### src/rtl/arb_mux_pkg.sv
// Shared defaults and index-width helper for the round-robin arbitrated mux.
package arb_mux_pkg;

   localparam int unsigned DefWidth = 8;
   localparam int unsigned DefNch   = 4;

   // Width of a channel index; never below one bit.
   function automatic int unsigned chan_idx_w(input int unsigned nch);
      return (nch > 1) ? $clog2(nch) : 1;
   endfunction

endpackage

### src/rtl/rr_arbiter.sv
// Combinational round-robin arbiter: first requester at or after ptr wins,
// searching upward and wrapping modulo NCH. Grant is one-hot or all zero.
module rr_arbiter
   import arb_mux_pkg::*;
#(
   parameter int unsigned NCH = DefNch,
   localparam int unsigned IdxW = chan_idx_w(NCH)
) (
   input  logic [NCH-1:0]  req,
   input  logic [IdxW-1:0] ptr,
   output logic [NCH-1:0]  grant
);

   localparam logic [IdxW:0] NchW = (IdxW+1)'(NCH);

   logic            found;
   logic [IdxW:0]   sum;
   logic [IdxW-1:0] idx;

   always_comb begin
      grant = '0;
      found = 1'b0;
      sum   = '0;
      idx   = '0;
      for (int unsigned off = 0; off < NCH; off++) begin
         sum = {1'b0, ptr} + (IdxW+1)'(off);
         if (sum >= NchW) begin
            sum = sum - NchW;
         end
         idx = sum[IdxW-1:0];
         if (!found && req[idx]) begin
            grant[idx] = 1'b1;
            found      = 1'b1;
         end
      end
   end

endmodule

### src/rtl/rr_arb_mux.sv
// Round-robin arbitrated N:1 mux with a one-entry registered output stage.
// Optional macro RR_ARB_MUX_FORCE_EN adds force_en/force_sel to pin the grant.
module rr_arb_mux
   import arb_mux_pkg::*;
#(
   parameter int unsigned WIDTH = DefWidth,
   parameter int unsigned NCH   = DefNch,
   localparam int unsigned IdxW = chan_idx_w(NCH)
) (
   input  logic                 clk,
   input  logic                 rst_n,
   input  logic [NCH-1:0]       in_valid,
   input  logic [NCH*WIDTH-1:0] in_data,
   output logic [NCH-1:0]       in_ready,
   output logic                 out_valid,
   output logic [WIDTH-1:0]     out_data,
   output logic [IdxW-1:0]      out_chan,
   input  logic                 out_ready
`ifdef RR_ARB_MUX_FORCE_EN
   ,
   input  logic                 force_en,
   input  logic [IdxW-1:0]      force_sel
`endif
);

   logic [IdxW-1:0]  ptr_q, ptr_d;
   logic             valid_q, valid_d;
   logic [WIDTH-1:0] data_q, data_d;
   logic [IdxW-1:0]  chan_q, chan_d;

   logic [NCH-1:0]   rr_grant;
   logic [NCH-1:0]   grant;
   logic             hold_ptr;
   logic             load_en;
   logic             in_xfer;
   logic [WIDTH-1:0] sel_data;
   logic [IdxW-1:0]  sel_idx;
   logic [IdxW-1:0]  ptr_next;

   rr_arbiter #(
      .NCH (NCH)
   ) u_arbiter (
      .req   (in_valid),
      .ptr   (ptr_q),
      .grant (rr_grant)
   );

   always_comb begin
      grant    = rr_grant;
      hold_ptr = 1'b0;
`ifdef RR_ARB_MUX_FORCE_EN
      if (force_en) begin
         grant            = '0;
         grant[force_sel] = in_valid[force_sel];
         hold_ptr         = 1'b1;
      end
`endif
   end

   assign load_en = !valid_q || out_ready;
   // Reset gating keeps in_ready low while rst_n is held, whatever in_valid does.
   assign in_ready = (rst_n && load_en) ? grant : '0;
   assign in_xfer  = |in_ready;

   always_comb begin
      sel_data = '0;
      sel_idx  = '0;
      for (int unsigned i = 0; i < NCH; i++) begin
         if (grant[i]) begin
            sel_data = sel_data | in_data[i*WIDTH +: WIDTH];
            sel_idx  = sel_idx | IdxW'(i);
         end
      end
   end

   assign ptr_next = (sel_idx == IdxW'(NCH - 1)) ? '0 : sel_idx + IdxW'(1);

   always_comb begin
      valid_d = valid_q;
      data_d  = data_q;
      chan_d  = chan_q;
      ptr_d   = ptr_q;
      if (in_xfer) begin
         valid_d = 1'b1;
         data_d  = sel_data;
         chan_d  = sel_idx;
         if (!hold_ptr) begin
            ptr_d = ptr_next;
         end
      end else if (out_ready) begin
         valid_d = 1'b0;
      end
   end

   always_ff @(posedge clk or negedge rst_n) begin
      if (!rst_n) begin
         ptr_q   <= '0;
         valid_q <= 1'b0;
         data_q  <= '0;
         chan_q  <= '0;
      end else begin
         ptr_q   <= ptr_d;
         valid_q <= valid_d;
         data_q  <= data_d;
         chan_q  <= chan_d;
      end
   end

   assign out_valid = valid_q;
   assign out_data  = data_q;
   assign out_chan  = chan_q;

endmodule

### config.mk
export PLATFORM = sky130hd
export DESIGN_NAME = rr_arb_mux
export DESIGN_NICKNAME = d
export VERILOG_FILES = /design/src/rtl/arb_mux_pkg.sv /design/src/rtl/rr_arbiter.sv /design/src/rtl/rr_arb_mux.sv
export SDC_FILE = /design/constraint.sdc
export NUM_CORES = 1
export LEC_CHECK = 0
export CAP_MARGIN = 20
export CORE_UTILIZATION = 38
export CTS_CLUSTER_SIZE = 10
export DETAILED_ROUTE_END_ITERATION = 10
export GPL_TIMING_DRIVEN = 0
export PLACE_DENSITY = 0.76
export SETUP_SLACK_MARGIN = 0.02
export SLEW_MARGIN = 40
export SYNTH_ARGS = -nofsm -noshare
export SYNTH_HDL_FRONTEND = slang
export SYNTH_SLANG_ARGS = --single-unit
### constraint.sdc
create_clock -name clk -period 3 [get_ports clk]
set_clock_uncertainty 0.2 [all_clocks]
set_input_delay 0.3 -clock clk [delete_from_list [all_inputs] [get_ports clk]]
set_output_delay 0.3 -clock clk [all_outputs]
set_load 0.1 [all_outputs]
# [Yosys cells after proc, flatten, opt, wreduce, memory -nomap -nowiden]
# Cells that the tools add are included.
[totals] output_inout_bits=15 reg_bits=13 elab_cells=84 inputBits=39
[op_classes] n_reduce_logical=15 n_addsub=8 n_bitwise=6 n_eq_ne=1 n_mux=38 n_lt_le_gt_ge=12
[ops] op="$mux W8" count=4
[ops] op="$or A8 B8 Y8" count=3
[ops] op="$mux W4" count=5
[ops] op="$mux W1" count=14
[ops] op="$mux W2" count=7
[ops] op="$lt A2 B3 Y1 const B" count=4
[ops] op="$or A4 B4 Y4" count=3
[ops] op="$ge A3 B3 Y1 const B" count=3
[ops] op="$bmux W1 S2" count=4
[ops] op="$demux W1 S2" count=4
[ops] op="$ge A2 B1 Y1 const B" count=4
[ops] op="$logic_and A1 B1 Y1" count=8
[ops] op="$sub A2 B1 Y2 const B" count=4
[ops] op="$add A2 B2 Y3 const B" count=2
[ops] op="$logic_not A1 Y1" count=4
[ops] op="$reduce_or A4 Y1" count=1
[ops] op="$add A2 B1 Y3 const B" count=1
[ops] op="$ge A2 B3 Y1 const B" count=1
[ops] op="$add A2 B1 Y2 const B" count=1
[ops] op="$eq A2 B2 Y1 const B" count=1
[ops] op="$reduce_bool A2 Y1" count=1
[ops] op="$logic_or A1 B1 Y1" count=1

# [Longest topological paths before layout]
[logic_depth] ltp_word=21 ltp_mapped=10 mapped_depth_nobuf=8

# [Hierarchy]
# A second synthesis with hierarchy kept.
[hier_totals] cells_unflattened=97 hier_area_um2=1057.3
[by_module_without_submodules] module="rr_arb_mux" instances=1 cells_each=67 seq_area_each_um2=325.3 area_per_inst_um2=754.5
[by_module_without_submodules] module="rr_arbiter" instances=1 cells_each=30 seq_area_each_um2=0.0 area_per_inst_um2=302.8

# [Worst setup path after synthesis]
# Ideal clock, no wire load.
[synth_path] kind="reg2out" from="reg ptr_q[0]" to="out in_ready[3]" setup_slack_ns=-0.837 t_arrival_ns=3.337 stages_incl_launch_ff=10 n_path_buf=2 required_ns=2.500 path_cell_list="dfrtp_1 buf_6 inv_1 ha_1 mux4_2 nor3b_2 and2_1 nor3_2 buf_2 nor2_1"
[synth_via] elab_chain_cells=15 elab_cells_between_ends=60 cone_classes="7 x add/sub; 12 x order compare; 28 x mux; 3 x bitwise; 10 x reduce/logical"
[synth_rtl] item="start, declared" line_no="rr_arb_mux.sv:26" source="logic [IdxW-1:0] ptr_q, ptr_d;"
[synth_rtl] item="start signal, assigned" line_no="rr_arb_mux.sv:102" source="ptr_q <= ptr_d;"
[synth_rtl] item="parallel branches: the longest is 13 deep, another holds $add A2 B1 Y3"
[synth_rtl] item="$mux W4 *" line_no="rr_arbiter.sv:31" source="if (!found && req[idx]) begin"
[synth_rtl] item="$mux W4 *" line_no="rr_arb_mux.sv:62" source="assign in_ready = (rst_n && load_en) ? grant : '0;"
[synth_rtl] item="end, declared" line_no="rr_arb_mux.sv:14" source="output logic [NCH-1:0] in_ready,"
# Mark *: on every way between the ends. The select of a mux whose other input is x is not followed.

# [Final worst setup path]
[layout_path] from="reg ptr_q[0]" to="out in_ready[2]"
# The elaborated chain is that of the path after synthesis.

==> summary.md <==
| Metric | Value |
|---|---|
| Outcome | complete, but fails checks |
| Failing checks | setup timing |
| First-pass GRT wire length | 6760 um |
| Syn_area_per_cell | between 10 and 15 um^2 |
| Final min period | 3.05 ns |
| Largest net degree at the start of global routing | 15 |
| Synth warnings | 0 |
| Worst relative slew slack | 0.450 |
| DRT Wirelength | about 4800 um |
| Total global routing track utilization | 0.257 |
| Crit-path cells | inv_6 -> ha_4 -> mux4_2 -> nor2b_4 -> a22o_4 -> nor3_4 -> nor2_4 -> buf_12 |
| CP delay by family, top | simple AND/OR/NAND/NOR gates |
| Hold Fails Final Rpt | 0 |
| Maximum Capacitance Violations | 0 |
| Iter 0 DRT Violations | about 110 |
| Initial DRT Pass Iterations | 4 |
| Vias in the first global route | roughly 1400 |
| Mapped Area | between 0.001 and 0.0015 mm^2 |
| Netlist cell types | 31 |
| CTS tree | built |
| CP peak stage delay | 0.54 ns |
| Clock slew seen by the registers of the worst setup and hold paths | around 0.09 ns |
| Top Ports | 54 |
| Synthesis-stage register bit count | 13 |
| Antenna diode count | 0 |
| Longest Clk Path Bufs | 2 |
| Worst Tran Pin Value | a little over 0.8 ns |
| Crit path max fanout | 4 |
| Detailed placer's ending HPWL | 2810 um |
| Grt ovf | 0 |
| Seq/Total Area, Yosys | 0.257 |
| Slowest-stage cell, CP | mux4_2 |
| Setup-failing EPs final | 7 |
| RSZ-0062 raised after global routing | yes |
| Crit path launch type | register |
| CTS sink count | 13 |
| Fmax | 0.327 GHz |
| HP Class | input pin to asynchronous set/reset pin |
| Starting Density | 0.408 |
| CTS H-Tree Depth | 1 |
| CTS Root Cell | clkbuf_4 |
| Initial antenna violation count | 0 |
| Layout cells sized above 1 | 0.431 |
| Port Buffer Count | 53 |
| Synth Instances | approximately 130 |
| Core region area | about 0.0031 mm^2 |
| Post-Layout Inst Area | around 0.0023 mm^2 |
| Worst Setup End Kind | primary output |
| Layout area overhead | 78.3% |
| DIE WIDTH | between 50 and 60 um |
| WL/cell | a little under 20 um |
| DRC | 0 |
| Routability congestion estimate | 0.809 |
| Fin. max-slew vios | 0 |
| Worst Path Arrival | 2.55 ns |
| Post-route setup slack | -0.0546 ns |
| Worst-Skew Late Latency | a little under 0.3 ns |
| Placed cell area | about 0.0019 mm^2 |
| Drt via density | between 5 and 6 |
| Rows | 20 |
| # nets final | roughly 250 |
| Die ar. | between 0.003 and 0.004 mm^2 |
| Period utilization | 1.02 |
| Num CTS Buffers | 3 |
| Worst path required time | ~2.5 ns |
| Antenna-violating nets left | 0 |
| Buffers & Inverters on Critical Path | 2 |
| Vias | 1408 |
| Kind of critical path | register to primary output |
| Mapped Nets | about 170 |
| Height of the die | ~60 um |
-- path summary, 6_finish.rpt --
path,cells after the start,slack [ns],endpoint,startpoint
max in group asynchronous,1,1.92,ptr_q[0],rst_n
max reg2reg,9,-0.01,out_data[7],ptr_q[0]
max,8,-0.05,in_ready[2],ptr_q[0]
min in group clk,1,0.28,out_chan[0],out_chan[0]
min reg2reg,1,0.28,out_chan[0],out_chan[0]
min,1,0.20,out_data[3],rst_n
-- cells in the mapped netlist --
library cell   n  area [um^2]
o21bai_1       1         7.51
and3b_1        2         17.5
nor2b_2        1         8.76
buf_6          1         11.3
xor2_1         1         8.76
nor3b_1        3         22.5
and2_1         4         25.0
nor3b_2        1         12.5
inv_1         11         41.3
nor3_4         3         48.8
a21boi_1       2         15.0
a21oi_1        3         15.0
a21boi_2       1         11.3
a22o_1         5         43.8
a21o_1         3         22.5
nor3_2         1         10.0
o21ai_1        3         15.0
o31ai_1       24          180
mux2_2         8         90.1
a31o_2         1         8.76
nor3_1         1         5.00
buf_4          2         15.0
ha_1           7         87.6
dfrtp_1       13          325
o2111ai_1      8         70.1
mux4_2         3         67.6
a21boi_0       1         7.51
a41oi_4        1         27.5
nor2_1         4         15.0
nor4_1         1         6.26
buf_2          5         25.0
-- sequential cells by signal, summed over array words and instances (netlist names) --
signal and cells:
out_chan 2, out_data 8, out_valid 1, ptr_q 2
-- placed cells by master (no fill, tap or decap), types with 3 or more instances in the layout --
cell / count
a21oi_1: 3
a22o_1: 3
nor3_4: 4
o31ai_1: 22
buf_12: 4
and2_4: 4
buf_4: 20
nor3b_1: 3
nor2_4: 4
buf_2: 11
clkbuf_4: 3
mux4_2: 3
ha_1: 6
buf_6: 5
mux2_4: 8
dfrtp_1: 11
clkdlybuf4s50_1: 38
a21o_1: 3
inv_1: 9
a21boi_4: 3
o2111ai_1: 8
-- per-stage QoR --
stage | setup TNS, ns | util | hold WS (ns) | setup slack, ns | cells
after floorplan | -0.307 | - | -0.196 | -0.0585 | 125
after global placement | -5.87 | 0.619 | 0.266 | -0.983 | 222
after detailed placement | -4.19 | 0.596 | 0.265 | -0.366 | 222
after CTS | -0.993 | 0.698 | 0.222 | -0.0996 | 246
after global routing | -1.56 | 0.728 | 0.236 | -0.169 | 246
final | -0.171 | 0.728 | 0.202 | -0.0546 | 246
-- per-layer routing --
layer	wire, um	global-route usage	part of all wire	up-vias
met5	0	0	0	-
met4	148	0.0664	0.031	0
met3	389	0.0649	0.080	14
met2	2320	0.438	0.48	74
met1	2000	0.322	0.41	665
li1	-	-	-	655
-- final cells by class --
class / count / area (um^2)
inverter: 11 / 46.3
fill: 229 / 843
clock buffer: 4 / 26.3
multi-input combinational: 94 / 1040
sequential: 13 / 328
buffer: 2 / 26.3
timing repair buffer: 78 / 736
tap: 44 / 55.1
-- cells by family (layout without fill, tap and decap cells) --
kind of cell | after synthesis | count (layout) | synth area share
buffers and inverters | 19 | 95 | 0.0730
AO/OA/AOI/OAI | 53 | 54 | 0.335
AND/OR/NAND/NOR | 21 | 21 | 0.135
adder cells (fa/ha/maj) | 7 | 7 | 0.0691
flip-flops | 13 | 13 | 0.257
multiplexers | 11 | 11 | 0.124
XOR/XNOR | 1 | 1 | 0.00691
-- timing repair --
item                                    4_1_cts  5_1_grt
hold buffers                                  0        0
gates cloned                                  1        1
gates resized for setup                      36       21
endpoints found under the setup margin       17       16
setup buffers                                19        5
pin swaps                                    11       17
Power is left out: the tool's default activity adds up to more than one toggle a clock period on the data nets, which glitch-free logic cannot reach.
